==> src/rtl/io_register_block.sv <==
// Memory-mapped LED / seven-segment / button peripheral for the ulisp register bus.
// Buttons are synchronised, debounced and reported as sticky rising-edge events (clear-on-read).
module io_register_block #(
  parameter int NUM_DIGITS      = 4,
  parameter int NUM_BUTTONS     = 4,
  parameter int LED_WIDTH       = 8,
  parameter int DEBOUNCE_CYCLES = 250000,
  parameter int LED_INDEX       = 1,
  parameter int DIGIT_BASE      = 2,
  parameter int BUTTON_INDEX    = 6,
  parameter int EVENT_INDEX     = 7,
  parameter int MODE_INDEX      = 8
) (
  input  logic                    clk,
  input  logic                    reset,
  input  logic [6:0]              register_index,
  input  logic                    register_read,
  input  logic                    register_write,
  input  logic [15:0]             register_write_value,
  output logic [15:0]             register_read_value,
  input  logic [NUM_BUTTONS-1:0]  buttons,
  output logic [LED_WIDTH-1:0]    led,
  output logic [7*NUM_DIGITS-1:0] segments
);

  localparam int CNT_W = $clog2(DEBOUNCE_CYCLES + 1);

  logic [6:0]             digit_store [NUM_DIGITS];
  logic [NUM_DIGITS-1:0]  mode;
  logic [NUM_BUTTONS-1:0] sync1, sync2, debounced, events;
  logic [NUM_BUTTONS-1:0] accept, rise;
  logic [CNT_W-1:0]       cnt [NUM_BUTTONS];
  logic [15:0]            read_mux;
  logic                   event_clear;
  logic                   unused_write_bits;

  assign unused_write_bits = ^register_write_value;
  assign event_clear = register_read && (register_index == 7'(EVENT_INDEX));

  function automatic logic [6:0] hex_decode(input logic [3:0] v);
    case (v)
      4'h0: hex_decode = 7'h3F;  4'h1: hex_decode = 7'h06;
      4'h2: hex_decode = 7'h5B;  4'h3: hex_decode = 7'h4F;
      4'h4: hex_decode = 7'h66;  4'h5: hex_decode = 7'h6D;
      4'h6: hex_decode = 7'h7D;  4'h7: hex_decode = 7'h07;
      4'h8: hex_decode = 7'h7F;  4'h9: hex_decode = 7'h6F;
      4'hA: hex_decode = 7'h77;  4'hB: hex_decode = 7'h7C;
      4'hC: hex_decode = 7'h39;  4'hD: hex_decode = 7'h5E;
      4'hE: hex_decode = 7'h79;  default: hex_decode = 7'h71;
    endcase
  endfunction

  // NOTE: sequential state uses non-blocking assignments so every flop samples pre-edge values.
  always_ff @(posedge clk or posedge reset) begin
    if (reset) begin
      led  <= '0;
      mode <= '0;
      // NOTE: the digit stores are an array but still need an explicit reset, element by element.
      for (int d = 0; d < NUM_DIGITS; d++) digit_store[d] <= '0;
    end else if (register_write) begin
      if (register_index == 7'(LED_INDEX))  led  <= register_write_value[LED_WIDTH-1:0];
      if (register_index == 7'(MODE_INDEX)) mode <= register_write_value[NUM_DIGITS-1:0];
      for (int d = 0; d < NUM_DIGITS; d++)
        if (register_index == 7'(DIGIT_BASE + d)) digit_store[d] <= register_write_value[6:0];
    end
  end

  // NOTE: every always_comb output gets a default first so no latch is inferred.
  always_comb begin
    segments = '0;
    for (int d = 0; d < NUM_DIGITS; d++)
      segments[7*d +: 7] = mode[d] ? hex_decode(digit_store[d][3:0]) : digit_store[d];
  end

  // A change is accepted on the cycle the counter has already seen DEBOUNCE_CYCLES-1 differing cycles.
  always_comb begin
    accept = '0;
    rise   = '0;
    for (int b = 0; b < NUM_BUTTONS; b++) begin
      accept[b] = (sync2[b] != debounced[b]) && (cnt[b] == CNT_W'(DEBOUNCE_CYCLES - 1));
      rise[b]   = accept[b] && sync2[b];
    end
  end

  always_ff @(posedge clk or posedge reset) begin
    if (reset) begin
      sync1     <= '0;
      sync2     <= '0;
      debounced <= '0;
      for (int b = 0; b < NUM_BUTTONS; b++) cnt[b] <= '0;
    end else begin
      sync1 <= buttons;
      sync2 <= sync1;
      for (int b = 0; b < NUM_BUTTONS; b++) begin
        if (accept[b]) begin
          debounced[b] <= sync2[b];
          cnt[b]       <= '0;
        end else if (sync2[b] != debounced[b]) begin
          cnt[b] <= cnt[b] + CNT_W'(1);
        end else begin
          cnt[b] <= '0;
        end
      end
    end
  end

  // A clearing read drops every returned bit, but a rise in the same cycle still lands.
  always_ff @(posedge clk or posedge reset) begin
    if (reset)            events <= '0;
    else if (event_clear) events <= rise;
    else                  events <= events | rise;
  end

  always_comb begin
    read_mux = '0;
    if (register_index == 7'(LED_INDEX))    read_mux = 16'(led);
    if (register_index == 7'(MODE_INDEX))   read_mux = 16'(mode);
    if (register_index == 7'(BUTTON_INDEX)) read_mux = 16'(debounced);
    if (register_index == 7'(EVENT_INDEX))  read_mux = 16'(events);
    for (int d = 0; d < NUM_DIGITS; d++)
      if (register_index == 7'(DIGIT_BASE + d)) read_mux = 16'(digit_store[d]);
  end

  always_ff @(posedge clk or posedge reset) begin
    if (reset)              register_read_value <= '0;
    else if (register_read) register_read_value <= read_mux;
  end

endmodule
==> config.mk <==
export PLATFORM = sky130hd
export DESIGN_NAME = io_register_block
export DESIGN_NICKNAME = d
export VERILOG_FILES = /design/src/rtl/io_register_block.sv
export SDC_FILE = /design/constraint.sdc
export NUM_CORES = 1
export LEC_CHECK = 0
export ABC_AREA = 1
export BUFFER_PORTS_ARGS = -buffer_cell sky130_fd_sc_hd__buf_2
export CAP_MARGIN = 20
export CORE_MARGIN = 2
export CORE_UTILIZATION = 50
export DETAILED_ROUTE_END_ITERATION = 7
export PLACE_DENSITY = 0.8
export SLEW_MARGIN = 20
export SYNTH_ARGS = -nofsm -noshare
export SYNTH_HDL_FRONTEND = slang
export SYNTH_SLANG_ARGS = --single-unit
==> constraint.sdc <==
create_clock -name clk -period 5.5 [get_ports clk]
set_input_delay 0 -clock clk [delete_from_list [all_inputs] [get_ports clk]]
set_output_delay 0 -clock clk [all_outputs]
set_load 0.1 [all_outputs]
==> flow_results.xml <==
<?xml version="1.0" encoding="UTF-8"?>
<metrics>
  <group name="status">
    <metric name="run_status" unit="">complete, no violations</metric>
  </group>
  <group name="critical_path">
    <metric name="critical-path-top-delay-family" unit="">buffers and inverters</metric>
    <metric name="setup.worst_path.start_class" unit="">register</metric>
    <metric name="worstPathMaxFanout" unit="">7</metric>
    <metric name="critPathCaptureType" unit="">output pin</metric>
    <metric name="crit_type" unit="">register to output pin</metric>
    <metric name="timing.reg2reg.setup_slack" unit="ns">3.66</metric>
    <metric name="critical_path_buf_inv_count" unit="">2</metric>
    <metric name="crit_arrival" unit="ns">2.35</metric>
    <metric name="r2r_start" unit="">cnt[36]</metric>
    <metric name="required" unit="ns">5.50</metric>
    <metric name="worstPathCellList" unit="">inv_1 -&gt; ha_1 -&gt; nand2_1 -&gt; nand2_1 -&gt; o21ai_0 -&gt; o22ai_1 -&gt; buf_2</metric>
    <metric name="cp_common_cell" unit="">sky130_fd_sc_hd__nand2_1</metric>
    <metric name="timing.critical_path.slowest_cell_delay" unit="ns">0.49</metric>
    <metric name="cpMaxStageDelayCell" unit="">sky130_fd_sc_hd__buf_2</metric>
    <metric name="critical_path.startpoint" unit="">digit_store[15]</metric>
  </group>
  <group name="floorplan">
    <metric name="core_region_area" unit="sq um">15900</metric>
    <metric name="die_outline_area" unit="sq um">17500</metric>
    <metric name="die_height" unit="microns">132</metric>
    <metric name="fp-row-count" unit="">46</metric>
    <metric name="io-pin-count" unit="">83</metric>
    <metric name="floorplan.initialDensity" unit="">0.515</metric>
    <metric name="die_x" unit="microns">132</metric>
  </group>
  <group name="timing">
    <metric name="timing.final.crit_share" unit="">0.428</metric>
    <metric name="setup_total_negative_slack" unit="ns">0</metric>
    <metric name="timing_worst_slew_pin_value" unit="ns">0.784</metric>
    <metric name="post-route-min-period" unit="ns">2.35</metric>
    <metric name="timing.fmax" unit="MHz">425</metric>
    <metric name="rsz0062_at_grt" unit="">no</metric>
    <metric name="skew" unit="ns">0.00756</metric>
    <metric name="fin_ws" unit="ns">3.15</metric>
    <metric name="setup-violations-final" unit="">0</metric>
    <metric name="hold_viol_final" unit="">0</metric>
    <metric name="drv_slew" unit="">0</metric>
    <metric name="slew_headroom" unit="">0.477</metric>
  </group>
  <group name="clock_network">
    <metric name="clock_path_buffers" unit="">2</metric>
    <metric name="numClockSinks" unit="">136</metric>
    <metric name="tritoncts" unit="">done</metric>
    <metric name="post-cts-setup-buffer-count" unit="">0</metric>
    <metric name="post_cts_hold_buffer_count" unit="">14</metric>
    <metric name="clock_buffer_count_from_cts" unit="">17</metric>
    <metric name="postCtsResizedCells" unit="">0</metric>
    <metric name="clock_insertion_delay_worst_skew" unit="ns">0.43</metric>
    <metric name="clk_root_buffer_cell" unit="">sky130_fd_sc_hd__clkbuf_16</metric>
    <metric name="clkSlewWorstSetupHoldPaths" unit="ns">0.06</metric>
    <metric name="htreeDepth" unit="">4</metric>
  </group>
  <group name="logic_synthesis">
    <metric name="ys_ff_latch" unit="">136</metric>
    <metric name="synth_async_sr_flop_share" unit="">1.00</metric>
    <metric name="ys.flop_type" unit="">sky130_fd_sc_hd__dfrtp_1</metric>
    <metric name="dominant_cell_type_by_area_after_synthesis" unit="">sky130_fd_sc_hd__dfrtp_1</metric>
    <metric name="synth.yosys.warnings" unit="">0</metric>
    <metric name="postSynthCellCount" unit="">1068</metric>
    <metric name="post_synth_num_cell_types" unit="">42</metric>
    <metric name="post_synth.cell_area_avg" unit="sq um">7.69</metric>
    <metric name="synth_edf_count" unit="">0</metric>
    <metric name="synth-seq-area-share" unit="">0.415</metric>
    <metric name="synth_area" unit="sq um">8210</metric>
    <metric name="synth_top_cell_area_share" unit="">0.415</metric>
    <metric name="yosys-top-cells-area" unit="">sky130_fd_sc_hd__dfrtp_1 41%, sky130_fd_sc_hd__nand2_1 9.9%, sky130_fd_sc_hd__nor2_1 7.7%</metric>
  </group>
  <group name="global_route">
    <metric name="number_of_antenna_violations_at_the_first_check_in_global_routing" unit="">0</metric>
    <metric name="grt_pass1_vias" unit="">6605</metric>
    <metric name="largest_net_degree_at_the_start_of_global_routing" unit="">87</metric>
    <metric name="groute.usage.overall" unit="">0.229</metric>
    <metric name="grt.overflow.total" unit="">0</metric>
    <metric name="grt_first_pass_wirelength" unit="mm">32.4</metric>
  </group>
  <group name="detailed_routing">
    <metric name="first_pass_iters" unit="">5</metric>
    <metric name="routed_wirelength" unit="mm">19.3</metric>
    <metric name="drt_first_iter_violations" unit="">696</metric>
    <metric name="remaining_drc_errors" unit="">0</metric>
    <metric name="drt-wirelength-per-cell" unit="microns">14.0</metric>
    <metric name="via_per_inst" unit="">5.33</metric>
    <metric name="postRouteAntennaNets" unit="">0</metric>
    <metric name="routed_vias" unit="">7337</metric>
  </group>
  <group name="placement">
    <metric name="placement.io_buffers" unit="">66</metric>
    <metric name="finalWeightedCongestion" unit="">0.923</metric>
    <metric name="place_ws" unit="ns">3.65</metric>
    <metric name="place_area" unit="sq um">8680</metric>
    <metric name="place.detailed.hpwl" unit="mm">14.0</metric>
  </group>
  <group name="worst_hold_path">
    <metric name="worst_hold_class" unit="">primary input to register</metric>
    <metric name="min_delay_src" unit="">register_index[0]</metric>
  </group>
  <group name="flow_run">
    <metric name="timing.max_cap.violations" unit="">0</metric>
  </group>
  <group name="layout">
    <metric name="filler_cell_count" unit="">1424</metric>
    <metric name="layout-area-overhead-vs-synth" unit="%">14.7</metric>
    <metric name="design.final.nets" unit="">1212</metric>
    <metric name="finish.instance_area" unit="sq um">9420</metric>
    <metric name="antennaDiodeCount" unit="">0</metric>
    <metric name="post_route_cells_drive_above_1_share" unit="">0.139</metric>
  </group>
  <group name="power_and_ir_drop">
    <metric name="power.density" unit="nW/um^2">300</metric>
    <metric name="total_leakage_power" unit="nW">4.33</metric>
    <metric name="max-vdd-ir-drop" unit="V">0.000254</metric>
  </group>
</metrics>
-- kinds of logic (layout without fill, tap and decap cells) --
family / count (synthesis) / count (layout) / synth area share
simple gates: 543 / 543 / 0.302
buf+inv: 162 / 248 / 0.0823
compound gates: 161 / 161 / 0.110
flops: 136 / 136 / 0.415
fa+ha+maj: 32 / 32 / 0.0488
xor+xnor: 32 / 32 / 0.0405
other cells: 1 / 8 / 0.000457
mux: 1 / 1 / 0.00137
-- flip-flops by register name, indices dropped and copies added, names as in the netlist --
signal and flops:
sync1 4, digit_store 28, debounced 4, register_read_value 8, cnt 72, sync2 4
events 4, led 8, mode 4
-- power breakdown --
group / switching, W / internal [W] / leakage (nW) / total (W)
sequential: 0.0000557 / 0.00104 / 1.84 / 0.00110
clock: 0.000432 / 0.000719 / 0.281 / 0.00115
combinational: 0.000470 / 0.000106 / 2.21 / 0.000576
-- worst reg2reg max path, delay by kind of cell, from the launching register on --
| family | cells | cell delay [ns] |
|---|---|---|
| buf+inv | 2 | 0.31 |
| flops | 1 | 0.46 |
| fa+ha+maj | 1 | 0.21 |
| simple gates | 5 | 0.74 |
-- stage by stage --
step	total power (W)	cells	hold WS (ns)	util
after floorplan	0.00157	1075	0.0314	-
after global placement	0.00167	1332	0.109	0.545
after detailed placement	0.00168	1332	0.110	0.545
after CTS	0.00284	1377	0.0539	0.591
after global routing	0.00294	1377	0.0942	0.591
final	0.00282	1377	0.0612	0.591
-- area by class of cell --
cell class,count,area (sq um),share of cell area
sequential,136,3400,0.361
inverter,136,515,0.0547
clock inverter,12,153,0.0162
timing repair buffer,81,478,0.0507
multi-input combinational,777,4160,0.441
tap,216,270,0.0287
clock buffer,19,443,0.0470
-- layer usage --
layer / track usage / share of wire / vias up
met5: 0 / 0 / -
met4: 0.0743 / 0.016 / 0
met3: 0.0504 / 0.061 / 28
met2: 0.364 / 0.47 / 243
met1: 0.314 / 0.45 / 3431
li1: - / - / 3635
-- cells in the final DEF (no fill, tap or decap), types with 17 or more instances in the layout --
master                      instances
sky130_fd_sc_hd__a21oi_1           36
sky130_fd_sc_hd__buf_2             66
sky130_fd_sc_hd__clkbuf_16         17
sky130_fd_sc_hd__dfrtp_1          136
sky130_fd_sc_hd__ha_1              32
sky130_fd_sc_hd__inv_1            126
sky130_fd_sc_hd__nand2_1          216
sky130_fd_sc_hd__nand3_1           45
sky130_fd_sc_hd__nand4_1           32
sky130_fd_sc_hd__nor2_1           169
sky130_fd_sc_hd__nor3_1            25
sky130_fd_sc_hd__o21ai_0           67
sky130_fd_sc_hd__o21ai_1           19
sky130_fd_sc_hd__xor2_1            26
-- final timing paths --
kind | to | cells after the start
max | segments[10] | 7
min | register_read_value[7] | 5
max reg2reg | cnt[50] | 8
min reg2reg | sync2[1] | 0
max in group asynchronous | cnt[53] | 4
min in group asynchronous | cnt[42] | 3
-- synth_stat cells (6+ instances only) --
library cell / count
sky130_fd_sc_hd__a31o_2: 7
sky130_fd_sc_hd__nor4_1: 6
sky130_fd_sc_hd__nand2_1: 216
sky130_fd_sc_hd__nand4_1: 32
sky130_fd_sc_hd__inv_1: 127
sky130_fd_sc_hd__o21ai_0: 67
sky130_fd_sc_hd__ha_1: 32
sky130_fd_sc_hd__nor2_2: 6
sky130_fd_sc_hd__dfrtp_1: 136
sky130_fd_sc_hd__nor3_1: 25
sky130_fd_sc_hd__a21oi_1: 36
sky130_fd_sc_hd__a31oi_1: 10
sky130_fd_sc_hd__nand2_2: 8
sky130_fd_sc_hd__buf_4: 9
sky130_fd_sc_hd__inv_2: 7
sky130_fd_sc_hd__clkbuf_1: 10
sky130_fd_sc_hd__nor2_1: 169
sky130_fd_sc_hd__nand3_1: 45
sky130_fd_sc_hd__nor3b_1: 6
sky130_fd_sc_hd__o21ai_2: 7
sky130_fd_sc_hd__o21ai_1: 19
sky130_fd_sc_hd__o22ai_1: 6
sky130_fd_sc_hd__xor2_1: 26
(Power assumes the default switching activity.)
